--- config.mk ---
export PLATFORM = sky130hd
export DESIGN_NAME = gpio_mulpop
export DESIGN_NICKNAME = d
export VERILOG_FILES = /design/src/rtl/gpioemu_pkg.sv /design/src/rtl/gpio_mulpop_core.sv /design/src/rtl/gpio_mulpop.sv
export SDC_FILE = /design/constraint.sdc
export NUM_CORES = 1
export LEC_CHECK = 0
export BUFFER_PORTS_ARGS = -buffer_cell sky130_fd_sc_hd__buf_2
export CAP_MARGIN = 20
export CORE_ASPECT_RATIO = 0.6
export CORE_MARGIN = 2
export CORE_UTILIZATION = 35
export CTS_BUF_LIST = sky130_fd_sc_hd__clkbuf_8
export DETAILED_ROUTE_END_ITERATION = 10
export GPL_TIMING_DRIVEN = 0
export PLACE_DENSITY = 0.59
export SLEW_MARGIN = 30
export SYNTH_ARGS = -nofsm -noshare
export SYNTH_HDL_FRONTEND = slang
export SYNTH_HIERARCHICAL = 1
export SYNTH_SLANG_ARGS = --single-unit
--- constraint.sdc ---
create_clock -name clk -period 7.8 [get_ports clk]
set_input_delay 1.95 -clock clk [delete_from_list [all_inputs] [get_ports clk]]
set_output_delay 1.95 -clock clk [all_outputs]
set_load 0.01 [all_outputs]
--- src/rtl/gpioemu_pkg.sv ---
// Shared constants, state encoding and helpers for the GPIO emulator
// multiply/popcount peripheral.
package gpioemu_pkg;

  localparam int unsigned OP_W   = 24;
  localparam int unsigned DATA_W = 32;
  localparam int unsigned ADDR_W = 16;
  localparam int unsigned CNT_W  = 16;
  localparam int unsigned PROD_W = 2 * OP_W;
  localparam int unsigned MCNT_W = $clog2(OP_W);

  localparam logic [ADDR_W-1:0] ADDR_A1   = 16'h037F;
  localparam logic [ADDR_W-1:0] ADDR_A2   = 16'h0388;
  localparam logic [ADDR_W-1:0] ADDR_WRES = 16'h0390;
  localparam logic [ADDR_W-1:0] ADDR_L    = 16'h0398;
  localparam logic [ADDR_W-1:0] ADDR_CTRL = 16'h03A0;

  localparam int unsigned ST_VALID = 0;
  localparam int unsigned ST_DONE  = 1;
  localparam int unsigned ST_BUSY  = 2;
  localparam int unsigned ST_ERR   = 3;

  typedef enum logic [1:0] {IDLE, MULT, POP, FIN} state_e;

  function automatic logic [DATA_W-1:0] popcount(input logic [DATA_W-1:0] v);
    logic [DATA_W-1:0] n;
    n = '0;
    for (int i = 0; i < DATA_W; i++) n = n + DATA_W'(v[i]);
    return n;
  endfunction

endpackage

--- src/rtl/gpio_mulpop_core.sv ---
// Shift-add multiplier followed by a popcount of the low DATA_W product bits.
// Holds the last completed result until the next operation finishes.
module mulpop_core
  import gpioemu_pkg::*;
(
  input  logic              clk,
  input  logic              n_reset,
  input  logic              start_i,
  input  logic [OP_W-1:0]   a_i,
  input  logic [OP_W-1:0]   b_i,
  output logic              busy_o,
  output logic              fin_o,
  output logic [DATA_W-1:0] w_o,
  output logic [DATA_W-1:0] l_o,
  output logic              valid_o
);

  state_e              state_q;
  logic [PROD_W-1:0]   acc_q;
  logic [PROD_W-1:0]   mcand_q;
  logic [OP_W-1:0]     mplier_q;
  logic [MCNT_W-1:0]   cnt_q;
  logic [DATA_W-1:0]   w_q;
  logic [DATA_W-1:0]   l_q;
  logic                valid_q;

  always_ff @(posedge clk or negedge n_reset) begin
    if (!n_reset) begin
      state_q  <= IDLE;
      acc_q    <= '0;
      mcand_q  <= '0;
      mplier_q <= '0;
      cnt_q    <= '0;
      w_q      <= '0;
      l_q      <= '0;
      valid_q  <= 1'b1;
    end else begin
      case (state_q)
        IDLE: begin
          if (start_i) begin
            acc_q    <= '0;
            mcand_q  <= PROD_W'(a_i);
            mplier_q <= b_i;
            cnt_q    <= '0;
            state_q  <= MULT;
          end
        end
        MULT: begin
          if (mplier_q[0]) acc_q <= acc_q + mcand_q;
          mcand_q  <= mcand_q << 1;
          mplier_q <= mplier_q >> 1;
          cnt_q    <= cnt_q + MCNT_W'(1);
          if (cnt_q == MCNT_W'(OP_W - 1)) state_q <= POP;
        end
        POP: begin
          // High product bits beyond the bus width mark the result as truncated
          w_q     <= DATA_W'(acc_q);
          valid_q <= ((acc_q >> DATA_W) == '0);
          state_q <= FIN;
        end
        FIN: begin
          l_q     <= popcount(w_q);
          state_q <= IDLE;
        end
        default: state_q <= IDLE;
      endcase
    end
  end

  assign busy_o  = (state_q != IDLE);
  assign fin_o   = (state_q == FIN);
  assign w_o     = w_q;
  assign l_o     = l_q;
  assign valid_o = valid_q;

endmodule

--- src/rtl/gpio_mulpop.sv ---
// Bus-mapped multiply/popcount peripheral: strobe edge detection, register
// decode, status and completed-operation counter around mulpop_core.
module gpio_mulpop
  import gpioemu_pkg::*;
(
  input  logic              clk,
  input  logic              n_reset,
  input  logic [ADDR_W-1:0] saddress,
  input  logic              srd,
  input  logic              swr,
  input  logic [DATA_W-1:0] sdata_in,
  output logic [DATA_W-1:0] sdata_out,
  input  logic [DATA_W-1:0] gpio_in,
  input  logic              gpio_latch,
  output logic [DATA_W-1:0] gpio_out,
  output logic [DATA_W-1:0] gpio_in_s_insp
);

  logic              srd_q, swr_q, latch_q;
  logic [OP_W-1:0]   a1_q, a2_q;
  logic              done_q, err_q;
  logic [CNT_W-1:0]  op_count_q;
  logic [DATA_W-1:0] sdata_out_q;
  logic [DATA_W-1:0] gpio_in_s_q;

  logic              rd_fire, wr_fire, latch_fire;
  logic              start_req, busy, fin, valid;
  logic [DATA_W-1:0] core_w, core_l, status, rd_data;
  logic              unused_bits;

  assign rd_fire    = srd & ~srd_q;
  assign wr_fire    = swr & ~swr_q;
  assign latch_fire = gpio_latch & ~latch_q;
  assign start_req  = wr_fire && (saddress == ADDR_CTRL) && sdata_in[0];
  assign unused_bits = ^sdata_in[DATA_W-1:OP_W];

  mulpop_core u_core (
    .clk     (clk),
    .n_reset (n_reset),
    .start_i (start_req && !busy),
    .a_i     (a1_q),
    .b_i     (a2_q),
    .busy_o  (busy),
    .fin_o   (fin),
    .w_o     (core_w),
    .l_o     (core_l),
    .valid_o (valid)
  );

  always_comb begin
    status           = '0;
    status[ST_ERR]   = err_q;
    status[ST_BUSY]  = busy;
    status[ST_DONE]  = done_q;
    status[ST_VALID] = valid;
  end

  // Read mux; operand registers are write-only and read back as zero
  always_comb begin
    rd_data = '0;
    case (saddress)
      ADDR_WRES: rd_data = core_w;
      ADDR_L:    rd_data = core_l;
      ADDR_CTRL: rd_data = status;
      default:   rd_data = '0;
    endcase
  end

  always_ff @(posedge clk or negedge n_reset) begin
    if (!n_reset) begin
      srd_q       <= 1'b0;
      swr_q       <= 1'b0;
      latch_q     <= 1'b0;
      a1_q        <= '0;
      a2_q        <= '0;
      done_q      <= 1'b0;
      err_q       <= 1'b0;
      op_count_q  <= '0;
      sdata_out_q <= '0;
      gpio_in_s_q <= '0;
    end else begin
      srd_q   <= srd;
      swr_q   <= swr;
      latch_q <= gpio_latch;
      if (latch_fire) gpio_in_s_q <= gpio_in;
      if (rd_fire) sdata_out_q <= rd_data;
      if (wr_fire && !busy) begin
        if (saddress == ADDR_A1) a1_q <= sdata_in[OP_W-1:0];
        if (saddress == ADDR_A2) a2_q <= sdata_in[OP_W-1:0];
      end
      if (start_req) begin
        if (busy) begin
          err_q <= 1'b1;
        end else begin
          err_q  <= 1'b0;
          done_q <= 1'b0;
        end
      end
      if (fin) begin
        done_q     <= 1'b1;
        op_count_q <= op_count_q + CNT_W'(1);
      end
    end
  end

  assign sdata_out      = sdata_out_q;
  assign gpio_out       = DATA_W'(op_count_q);
  assign gpio_in_s_insp = gpio_in_s_q;

endmodule

==> Yosys cells after proc, flatten, opt, wreduce, memory -nomap -nowiden <==
Index checks and enable logic that the tools add are counted.
{ "word_totals": {"regBits": 325, "in_bits": 85, "out_inout_bits": 96, "word_cells": 104} }
{ "classes": {"addsub": 34, "n_eq_ne": 13, "mux": 17, "bitwise": 6, "reduce_logical": 16} }
{ "op_table": {"columns": ["op", "count"], "rows": [
  ["$add A32 B1 Y32", 30],
  ["$pmux W48 S2", 2],
  ["$mux W48", 3],
  ["$pmux W32 S3", 1],
  ["$eq A16 B10 Y1 const B", 5],
  ["$add A48 B48 Y48", 1],
  ["$logic_not A48 Y1", 1],
  ["$pmux W24 S2", 1],
  ["$mux W24", 1],
  ["$add A16 B1 Y16 const B", 1],
  ["$pmux W5 S2", 1],
  ["$reduce_and A2 Y1", 5],
  ["$ne A2 B1 Y1 const B", 4],
  ["$pmux W2 S4", 1],
  ["$reduce_bool A2 Y1", 3],
  ["$add A5 B1 Y5 const B", 1],
  ["$eq A5 B5 Y1 const B", 1],
  ["$mux W5", 1],
  ["$eq A2 B2 Y1 const B", 2],
  ["$logic_and A1 B1 Y1", 4],
  ["$mux W1", 4],
  ["$mux W2", 2],
  ["$and A1 B1 Y1", 3],
  ["$not A1 Y1", 3],
  ["other kinds (5)", 5]
]} }

==> Longest topological paths before layout <==
Gate-level depths: netlist of run 1.
{ "logic_depth": {"depth_word": 31, "depth_mapped": 18, "ltp_nobuf": 18} }

==> Modules after synthesis <==
The synthesis of run 1 kept the hierarchy.
{ "by_module_without_submodules": {"columns": ["module", "instances", "cells_per_inst", "area_per_inst_um2", "seq_area_each_um2"], "rows": [
  ["mulpop_core", 1, 1122, 10568.9, 4155.2],
  ["gpio_mulpop", 1, 424, 5594.1, 3328.2]
]} }

==> Worst setup path after synthesis of run 1 <==
Ideal clock, no wire load.
{ "synth_timing": {"kind": "flip-flop to flip-flop", "from": "register u_core.w_q[20], in the netlist u_core/w_o[20]", "to": "register u_core.l_q[4], in the netlist u_core/l_o[4]", "setup_ns": 0.125, "arrival_time_ns": 4.683, "t_required_ns": 7.675, "setup_slack_ns": 2.992, "path_stages_with_launch": 17, "path_buffers": 0, "synth_period_minus_slack_ns": 4.808, "path_cell_list": "dfrtp_1 -> fa_1 -> inv_1 -> fa_1 -> inv_1 -> fa_1 -> inv_1 -> fa_1 -> fa_1 -> fa_1 -> inv_1 -> ha_1 -> fa_1 -> a21o_1 -> a21oi_1 -> xnor2_1 -> mux2_2"} }
{ "synth_via": {"elab_chain_len": 12} }
{ "synth_lines": {"columns": ["element", "line", "source"], "rows": [
  ["start, declared", "gpio_mulpop_core.sv:23", "logic [DATA_W-1:0] w_q;"],
  ["start signal, assigned", "gpio_mulpop_core.sv:57", "w_q <= DATA_W'(acc_q);"],
  ["$add A32 B1 Y32 (12 in series)", "gpioemu_pkg.sv:28", "for (int i = 0; i < DATA_W; i++) n = n + DATA_W'(v[i]);"],
  ["end signal, assigned", "gpio_mulpop_core.sv:62", "l_q <= popcount(w_q);"],
  ["end, declared", "gpio_mulpop_core.sv:24", "logic [DATA_W-1:0] l_q;"]
]} }
Every way passes these cells.
A chain may end at the register's enable or synchronous reset.

==> Final worst setup path of run 1 <==
{ "layout_timing": {"from": "input port saddress[13]", "to": "register u_core.acc_q[41]"} }
{ "layout_via": {"elab_chain_len": 6} }
{ "layout_lines": {"columns": ["element", "line", "source"], "rows": [
  ["start, declared", "gpio_mulpop.sv:8", "input logic [ADDR_W-1:0] saddress,"],
  ["$eq A16 B10 Y1", "gpio_mulpop.sv:34", "assign start_req = wr_fire && (saddress == ADDR_CTRL) && sdata_in[0];"],
  ["$logic_and A1 B1 Y1 (2 in series)", "gpio_mulpop.sv:34", null],
  ["$logic_and A1 B1 Y1", "gpio_mulpop.sv:40", ".start_i (start_req && !busy),"],
  ["$ne A2 B1 Y1 (no source line)", null, null],
  ["$reduce_and A3 Y1 (no source line)", null, null],
  ["end signal, assigned", "gpio_mulpop_core.sv:49", "if (mplier_q[0]) acc_q <= acc_q + mcand_q;"],
  ["end, declared", "gpio_mulpop_core.sv:19", "logic [PROD_W-1:0] acc_q;"]
]} }
Every way passes these cells.

==> results.yml, run 1 <==
critical_path:
  crit_buf_inv: 4
  critical_path_class: "in2reg"
  critPathLaunchType: "input pin"
  required_ns: 8.19
  path_common_cell: "clkbuf_1"
  startpoint: "saddress[13]"
  critical_path.slowest_cell: "o311ai_0"
  crit_family: "simple AND/OR/NAND/NOR gates"
  cp_cell_sequence: "buf_2 -> or4_1 -> nor4_2 -> and4_1 -> nand2b_1 -> and2_1 -> buf_6 -> nand2_1 -> clkbuf_1 -> clkbuf_1 -> o311ai_0"
  r2r_start: "u_core/w_o[20]"
  critPathMaxStageDelay_ns: 0.63
  arrival_ns: 5.89
  end_kind: "flop"
  critPathMaxFanout: 10
clock_network:
  postCtsSetupBuffers: 0
  h-tree-depth: 2
  clkLatencyLatePin_ns: 0.58
  tritoncts: "yes"
  clock-sinks: 299
  clk_pin_slew_ns: 0.06
  cts_root_buffer: "clkbuf_8"
  hold_buffers: 0
  cts.repair.resized: 0
  cts_buffers: 47
  clockBufferDepth: 3
synth:
  synth_top_cell_by_area: "dfrtp_1"
  synth_ff_type: "dfrtp_1"
  ys_types: 79
  ys_ff_latch: 299
  async_reset_ff_share_pct: 100
  synth_common_cells: "dfrtp_1, nand2_1, o21ai_0, mux2_2, mux2i_1"
  synthXorXnorAreaFrac_pct: 3.09
  synth_area_leaders: "dfrtp_1, mux2_2, o21ai_0"
  synth_top_area_share_pct: 46.1
  synth.area.mux_share_pct: 12.0
  synthAdderAreaFrac_pct: 7.90
  seq_area_frac_synth_pct: 46.3
  yosysWarnings: 6
  synth.most_common_cell: "dfrtp_1"
  synth_edf_count: 0
  synth_compound_area_share_pct: 13.8
  syn_inst: 1546
  netlist_area_sq_mm: 0.0162
  syn_area_per_cell_sq_um: 10.5
  synth_top_family_by_area: "compound AO/OA/AOI/OAI gates"
  synth_simple_gate_area_share_pct: 10.8
floorplanning:
  row_count: 60
  core-area_sq_mm: 0.0452
  initial_utilization_pct: 35.8
  die_w_um: 281
  fp.dieArea_sq_mm: 0.0480
  fp.dieH_um: 170
  io_pins: 181
drt:
  post_drt_wl_per_cell_um: 17.4
  drc_errors: 0
  viasPerCell: 4.98
  detailedRoute.firstIterationViolations: 1016
  drt-pass1-iter-count: 6
  drt-total-wl_um: 42600
  vias: 12200
  ant_nets: 0
global_route:
  grt.total_usage_pct: 17.7
  grt_pass1_wl_um: 67000
  overflow: 0
  grt_pass1_vias: 11800
  grt_max_degree: 88
  grt_antenna_before_repair: 1
timing:
  slew_violations: 0
  setup_tns_ns: 0
  slew_headroom_pct: 41.9
  period_needed_ns: 5.50
  rsz0062_at_grt: "no"
  timing.fmax_mhz: 182
  finalSetupViolations: 0
  skew_ns: 0.0184
  tightest_slew_ns: 0.864
  final.period_utilization_pct: 70.5
  finalHoldViolCount: 0
  worst_slack_ns: 2.30
placed_design:
  io_buffers: 155
  hpwlAfterDp_um: 32900
  place.gp.congestion: 0.921
  preCtsSetupSlack_ns: 1.85
  dp_cells: 2364
status:
  status: "complete, no violations"
final_layout:
  drive_gt1_share_pct: 20.9
  syn_to_final_growth_pct: 17.2
  utilization_pct: 41.9
  filler_cell_count: 4442
  final_cells: 2450
  n_antenna_cell: 0
  final_nets: 1965
pwr:
  p_per_area_mw_per_mm2: 197
  vdd_ir_drop_max_mv: 0.100
  power.leakage_uw: 0.00920
job:
  maxCapViolations: 0
hold_path:
  min_path_type: "reg2reg"
  min_from: "u_core/valid_o"
-- worst register-to-register path: cells and delay by family, from the launching register on --
family	cells	cell delay, ns
flops	1	0.42
xor+xnor	1	0.10
mux	1	0.26
buf+inv	4	0.20
compound gates	2	0.37
fa+ha+maj	8	3.58
-- flip-flops by register name, summed over array words and instances (netlist names), 2 cells and up --
signal           cells
u_core/l_o           6
u_core/mcand_q      48
sdata_out           32
u_core/acc_q        48
u_core/cnt_q         5
a1_q                24
u_core/mplier_q     24
a2_q                24
op_count_q          16
u_core/w_o          32
gpio_in_s_insp      32
u_core/state_q       2
-- final cells by class --
| type | count | area, sq um | share of cell area (%) |
|---|---|---|---|
| Tap cell | 620 | 776 | 4.10 |
| Multi-Input combinational cell | 1089 | 7840 | 41.4 |
| Buffer | 119 | 689 | 3.64 |
| Sequential cell | 299 | 7480 | 39.5 |
| Timing Repair Buffer | 158 | 868 | 4.58 |
| Clock buffer | 56 | 771 | 4.07 |
| Clock inverter | 30 | 211 | 1.12 |
| Inverter | 79 | 297 | 1.57 |
-- cells in the final DEF, fill, tap and decap left out, types with 9 or more instances in the layout --
cell type	Yosys	layout
a21o_1	24	24
a21oi_1	61	61
a22o_1	29	29
and3_1	10	10
buf_1	11	11
buf_2	0	154
buf_4	43	43
clkbuf_1	54	54
clkbuf_8	2	58
conb_1	2	42
dfrtp_1	298	298
fa_1	25	25
ha_1	62	62
inv_1	77	95
mux2_1	20	20
mux2_2	83	83
mux2i_1	78	78
nand2_1	192	192
nand3_1	23	23
nand4_1	27	27
nor2_1	40	40
nor3_1	10	10
nor4_1	9	9
o21ai_0	157	157
o21bai_1	11	11
xnor2_1	33	33
xor2_1	24	24
-- worst paths after layout --
path | end | slack, ns | cells after the start
setup reg to reg | u_core/l_o[4] | 2.76 | 16
hold / removal | u_core/valid_o | 0.47 | 2
setup / recovery | u_core/acc_q[41] | 2.30 | 11
hold reg to reg | u_core/valid_o | 0.47 | 2
min in group asynchronous | sdata_out[19] | 1.33 | 1
max in group asynchronous | a1_q[12] | 5.20 | 3
-- kinds of logic (layout without fill, tap and decap cells) --
logic type	count (synthesis)	after routing
AOI/OAI and AO/OA	357	357
xor gates and xnor gates	57	57
adders and majority gates	87	87
buffers and inverters	198	442
DFF	299	299
muxes	181	181
other	2	42
and+or+nand+nor	365	365
-- per-layer routing --
| metal | GRT usage, % | wire (um) | vias up | part of all wire [%] |
|---|---|---|---|---|
| met4 | 2.64 | 441 | 0 | 1.0 |
| li1 | - | - | 5881 | - |
| met3 | 4.50 | 3310 | 44 | 7.8 |
| met2 | 23.2 | 16400 | 375 | 38 |
| met5 | 0 | 0 | - | 0 |
| met1 | 28.9 | 22400 | 5904 | 53 |
-- power breakdown --
group	switching (uW)	internal, uW	total (uW)
Clock	642	755	1400
Combinational	462	231	693
Sequential	40.4	1610	1650
-- through the flow --
step                      instance area [sq um]  hold WS [ns]  power [uW]
after floorplan                           16300         0.445        2100
after global placement                    17900         0.459        2360
after detailed placement                  18000         0.462        2370
after CTS                                 18900         0.471        3790
after global routing                      18900         0.482        3940
final                                     18900         0.468        3740
(Power assumes the default switching activity.)
==> inputs of run 2 (changes only) <==
--- a/config.mk
+++ b/config.mk
@@ -13,7 +13,7 @@
 export CTS_BUF_LIST = sky130_fd_sc_hd__clkbuf_8
 export DETAILED_ROUTE_END_ITERATION = 10
 export GPL_TIMING_DRIVEN = 0
-export PLACE_DENSITY = 0.59
+export PLACE_DENSITY = 0.61
 export SLEW_MARGIN = 30
 export SYNTH_ARGS = -nofsm -noshare
 export SYNTH_HDL_FRONTEND = slang
==> constraint.sdc (replaced) <==
create_clock -name clk -period 4.94 [get_ports clk]
set_input_delay 1.235 -clock clk [delete_from_list [all_inputs] [get_ports clk]]
set_output_delay 1.235 -clock clk [all_outputs]
set_load 0.01 [all_outputs]
==> run 2 against run 1 <==
The run now ends with negative setup slack left. Flip-flop and latch count unchanged. Non-clock buffer count increased by 2. Total power increased by 58%. Sequential share of layout area about the same. Critical endpoint is now u_core/l_o[4]. Largest power group unchanged.
==> results.yml, run 2 (synthesized netlist as in run 1, its figures left out) <==
pwr:
  pwr-share-clk_pct: 37.2
  power.internal_uw: 4080
  pwr-share-seq_pct: 44.1
  power.leakage_uw: 0.00919
  vdd_ir_drop_max_mv: 0.178
  combPwrFrac_pct: 18.7
  p_sw_share_pct: 30.9
  p_per_area_mw_per_mm2: 311
  switchingPower_uw: 1820
drt:
  vias: 12500
  post_drt_wl_per_cell_um: 17.7
  ant_nets: 0
  detailedRoute.firstIterationViolations: 1000
  viasPerCell: 5.09
  drt-pass1-iter-count: 6
  drc_errors: 0
  drt-total-wl_um: 43300
clock_network:
  clkLatencyLatePin_ns: 0.59
  clock-sinks: 299
  cts_root_buffer: "clkbuf_8"
  clk_pin_slew_ns: 0.06
  hold_buffers: 0
  h-tree-depth: 2
  cts_buffers: 45
  tritoncts: "yes"
  clockBufferDepth: 3
job:
  maxCapViolations: 0
floorplanning:
  die_w_um: 281
  core-area_sq_mm: 0.0452
  io_pins: 181
  row_count: 60
  initial_utilization_pct: 35.8
  fp.dieArea_sq_mm: 0.0480
  fp.dieH_um: 170
timing:
  finalSetupViolations: 1
  slew_violations: 0
  final.period_utilization_pct: 100
  setup_tns_ns: -0.0140
  skew_ns: 0.0270
  period_needed_ns: 4.95
  timing.fmax_mhz: 202
  tightest_slew_ns: 0.911
  worst_slack_ns: -0.0140
  slew_headroom_pct: 38.7
  whs_ns: 0.460
  finalHoldViolCount: 0
  rsz0062_at_grt: "yes"
final_layout:
  filler_cell_count: 4448
  n_antenna_cell: 0
  syn_to_final_growth_pct: 17.3
  regArea_sq_mm: 0.00748
  multi_input_area_sq_mm: 0.00787
  final_area_sq_mm: 0.0190
  top_regs: "u_core/acc_q x48, u_core/mcand_q x48"
  layout_commonest_cell: "dfrtp_1"
  final_nets: 1965
  drive_gt1_share_pct: 21.6
  mostFrequentLayoutCells: "dfrtp_1, nand2_1, o21ai_0"
placed_design:
  io_buffers: 155
  hpwlAfterDp_um: 33500
  placed_cell_area_sq_mm: 0.0180
  place.gp.congestion: 0.921
critical_path:
  critical_path_class: "reg2reg"
  critPathLaunchType: "flop"
  critPathMaxFanout: 3
  end_kind: "flop"
  required_ns: 5.41
  arrival_ns: 5.42
hold_path:
  min_path_type: "reg2reg"
global_route:
  grt.total_usage_pct: 18.1
  grt_antenna_before_repair: 0
  overflow: 0
  grt_pass1_wl_um: 68600
  grt_pass1_vias: 12100
  grt_max_degree: 86
status:
  violations: "negative setup slack"
  status: "finished, violations left"
[run 2: path summary, 6_finish.rpt]
kind	start	end	slack, ns	depth (start not counted)
worst max-delay path	u_core/w_o[24]	u_core/l_o[4]	-0.01	16
worst min-delay path	op_count_q[15]	op_count_q[15]	0.46	1
worst max register to register	u_core/w_o[24]	u_core/l_o[4]	-0.01	16
worst min register to register	op_count_q[15]	op_count_q[15]	0.46	1
max in group asynchronous	n_reset	u_core/mplier_q[21]	3.12	3
min in group asynchronous	n_reset	sdata_out[10]	0.61	1
[run 2: power groups by stage]
stage | Sequential (uW) | Combinational (uW) | Clock (uW)
floorplan | 2660 | 652 | 0
global placement | 2640 | 1080 | 0
detailed placement | 2650 | 1100 | 0
CTS | 2600 | 1100 | 2250
global route | 2610 | 1200 | 2380
finish | 2600 | 1100 | 2200
[run 2: critical path, stage by stage, from the launching register on]
cell	delay (ns)
dfrtp_1	0.42
fa_1	0.57
inv_2	0.04
fa_1	0.48
inv_1	0.05
fa_1	0.48
inv_2	0.04
fa_1	0.52
fa_1	0.46
fa_1	0.56
inv_2	0.05
ha_4	0.16
fa_2	0.36
a21o_1	0.17
a21oi_2	0.13
xnor2_1	0.11
mux2_2	0.26
[run 2: through the flow]
stage / cells / utilization [%] / setup slack, ns / total power (uW)
final: 2449 / 42.0 / -0.0140 / 5900
after global routing: 2449 / 42.0 / -0.145 / 6190
after CTS: 2448 / 41.9 / 0.00616 / 5960
after detailed placement: 2364 / 39.7 / -0.345 / 3750
after global placement: 2361 / 39.5 / -3.02 / 3720
after floorplan: 1586 / - / 0.132 / 3320
[run 2: final cells by class]
class	count	area share, %
Sequential cell	299	39.5
Timing Repair Buffer	160	4.66
Multi-Input combinational cell	1089	41.5
Clock inverter	28	1.11
Inverter	79	1.56
Tap cell	620	4.09
Buffer	119	3.64
Clock buffer	55	3.99
[run 2: layer usage]
| metal | global-route usage [%] | wire length [um] | vias up |
|---|---|---|---|
| li1 | - | - | 5882 |
| met3 | 4.85 | 3610 | 49 |
| met4 | 2.80 | 450 | 0 |
| met5 | 0 | 0 | - |
| met1 | 29.6 | 22700 | 6132 |
| met2 | 23.4 | 16600 | 391 |
[run 2: what timing repair did]
action | CTS | global route
buffers inserted | 1 | 1
resized for setup | 1 | 9
pin swaps | 1 | 10
setup endpoints to repair | 1 | 4
==> inputs of run 3 (changes only) <==
--- a/config.mk
+++ b/config.mk
@@ -6,7 +6,7 @@
 export NUM_CORES = 1
 export LEC_CHECK = 0
 export BUFFER_PORTS_ARGS = -buffer_cell sky130_fd_sc_hd__buf_2
-export CAP_MARGIN = 20
+export CAP_MARGIN = 10
 export CORE_ASPECT_RATIO = 0.6
 export CORE_MARGIN = 2
 export CORE_UTILIZATION = 35
@@ -17,5 +17,4 @@
 export SLEW_MARGIN = 30
 export SYNTH_ARGS = -nofsm -noshare
 export SYNTH_HDL_FRONTEND = slang
-export SYNTH_HIERARCHICAL = 1
 export SYNTH_SLANG_ARGS = --single-unit
==> run 3 against run 2 <==
The flow still finishes with violations (negative setup slack). Highest routed layer unchanged. Flip-flop and latch count did not move. Sequential share of layout area up 2.0 points. Register-to-register slack worse by 0.07 ns. Largest cell class is now sequential cells.
==> results.yml, run 3 <==
global_route:
  met2_usage_pct: 23.9
  grt_pass1_vias: 11300
  grt_antenna_before_repair: 0
  grt_max_degree: 88
  grt.total_usage_pct: 17.8
  grt-busiest-layer: "met1"
  overflow: 0
  grt_use_met1_pct: 28.2
  grt_pass1_wl_um: 64500
  use_met3_pct: 4.89
placed_design:
  place.gp.congestion: 0.880
  io_buffers: 155
  preCtsSetupSlack_ns: -0.296
  hpwlAfterDp_um: 31500
clock_network:
  clk_pin_slew_ns: 0.07
  clock-sinks: 299
  clkLatencyLatePin_ns: 0.60
  cts_root_buffer: "clkbuf_8"
  cts_buffers: 46
  h-tree-depth: 2
  tritoncts: "yes"
  clockBufferDepth: 3
critical_path:
  critical_path.slowest_cell: "fa_1"
  critPathLaunchType: "flop"
  crit_buf_inv: 4
  arrival_ns: 5.50
  path_common_cell: "fa_1"
  cp_cell_sequence: "fa_1 -> inv_1 -> fa_1 -> inv_1 -> fa_1 -> inv_1 -> fa_1 -> fa_1 -> fa_1 -> fa_1 -> inv_2 -> fa_2 -> a21o_1 -> a21oi_2 -> xnor2_1 -> mux2_2"
  crit_family: "adder cells"
  critPathMaxFanout: 2
  required_ns: 5.41
  timing.reg2reg.setup_slack_ns: -0.08
  end_kind: "flop"
  critPathMaxStageDelay_ns: 0.59
  critical_path_class: "reg2reg"
pwr:
  p_per_area_mw_per_mm2: 318
  vdd_ir_drop_max_mv: 0.221
  power.total_uw: 5750
  power.leakage_uw: 0.00886
drt:
  vias: 11500
  ant_nets: 0
  detailedRoute.firstIterationViolations: 814
  post_drt_wl_per_cell_um: 18.1
  viasPerCell: 5.11
  drc_errors: 0
  drt-total-wl_um: 40700
  drt-pass1-iter-count: 5
timing:
  slew_violations: 0
  skew_ns: 0.0377
  final.period_utilization_pct: 102
  rsz0062_at_grt: "yes"
  finalSetupViolations: 2
  timing.fmax_mhz: 199
  tightest_slew_ns: 0.764
  finalHoldViolCount: 0
  slew_headroom_pct: 48.7
  worst_slack_ns: -0.0835
  setup_tns_ns: -0.0993
  period_needed_ns: 5.02
status:
  status: "finished, violations left"
  violations: "negative setup slack"
synth:
  synth_top_cell_by_area: "dfrtp_1"
  async_reset_ff_share_pct: 100
  synth_top_area_share_pct: 48.2
  synth_area_leaders: "dfrtp_1, mux2_2, ha_1"
  netlist_area_sq_mm: 0.0155
  ys_ff_latch: 299
  synth_ff_type: "dfrtp_1"
  synth_common_cells: "dfrtp_1, nand2_1, o21ai_0, mux2_2, a21oi_1"
  syn_area_per_cell_sq_um: 11.0
  synth_edf_count: 0
  synth.most_common_cell: "dfrtp_1"
  ys_types: 79
  seq_area_frac_synth_pct: 48.3
  syn_inst: 1411
  yosysWarnings: 0
floorplanning:
  core-area_sq_mm: 0.0435
  row_count: 59
  io_pins: 181
  fp.dieArea_sq_mm: 0.0460
  initial_utilization_pct: 35.6
  fp.dieH_um: 167
  die_w_um: 276
hold_path:
  min_path_type: "reg2reg"
final_layout:
  top_regs: "u_core.acc_q x48, u_core.mcand_q x48"
  filler_cell_count: 4211
  mostFrequentLayoutCells: "dfrtp_1, buf_2, nand2_1"
  n_antenna_cell: 0
  utilization_pct: 41.6
  syn_to_final_growth_pct: 16.7
  final_nets: 1810
  drive_gt1_share_pct: 23.6
  layout_commonest_cell: "dfrtp_1"
job:
  maxCapViolations: 0
-- run 3: changes by cell type in the layout (fill, tap and decap cells not counted), sizes merged, moves of 6 or more --
cell    before  now
mux2i       78   53
o21ai      162  145
mux2       103   97
nand4       27   20
a21boi       6    0
clkbuf     112   96
nand2      192  166
nand3       23   17
buf        222  212
inv         94   84
a22o        29   57
conb        42   16
-- run 3: repair_timing --
action,4_1_cts,5_1_grt
setup buffers,5,0
endpoints found under the setup margin,4,4
gates cloned,0,0
hold buffers,0,0
pin swaps,5,1
resized for setup,2,2
-- run 3: report_power, final --
| part | internal (uW) | switching, uW |
|---|---|---|
| combinational | 369 | 761 |
| clock | 997 | 1000 |
| sequential | 2550 | 72.1 |
| total | 3910 | 1830 |
-- run 3: logic make-up (layout without fill, tap and decap cells) --
group           after synthesis  count (layout)  share of synthesized area (%)
compound gates              359             359                           15.0
simple gates                301             301                           9.16
flops                       299             299                           48.3
buf+inv                     154             399                           4.94
mux                         150             150                           10.9
fa+ha+maj                    86              86                           8.16
xor+xnor                     61              61                           3.45
other cells                   1              16                         0.0242
-- run 3: cell type report --
cell class | count | area [sq um] | share of cell area [%]
plain buffers | 93 | 536 | 2.96
clock buffers | 51 | 702 | 3.89
clock inverters | 29 | 151 | 0.838
inverters | 61 | 229 | 1.27
multi-input cells | 973 | 7300 | 40.4
flip-flops and latches | 299 | 7480 | 41.4
well taps | 579 | 724 | 4.01
repair buffers | 165 | 941 | 5.21
-- run 3: worst paths after layout --
kind	to	depth (start not counted)	from
max in group asynchronous	u_core.acc_q[18]	4	n_reset
min in group asynchronous	gpio_in_s_insp[31]	1	n_reset
min reg2reg	sdata_out[30]	1	u_core.w_o[30]
min	sdata_out[30]	1	u_core.w_o[30]
max reg2reg	u_core.l_o[4]	16	u_core.w_o[22]
max	u_core.l_o[4]	16	u_core.w_o[22]
-- run 3: per-layer routing --
metal / vias up / share of wire, %
met5: - / 0
li1: 5432 / -
met1: 5725 / 51
met2: 300 / 39
met3: 50 / 8.5
met4: 0 / 1.3
-- run 3: stage by stage --
step	cells	cell area [sq um]	hold slack (ns)
2_1_floorplan	1426	15500	0.444
3_3_place_gp	2160	17000	0.459
3_5_place_dp	2164	17200	0.472
4_1_cts	2249	18100	0.456
5_1_grt	2250	18100	0.465
6_report	2250	18100	0.479
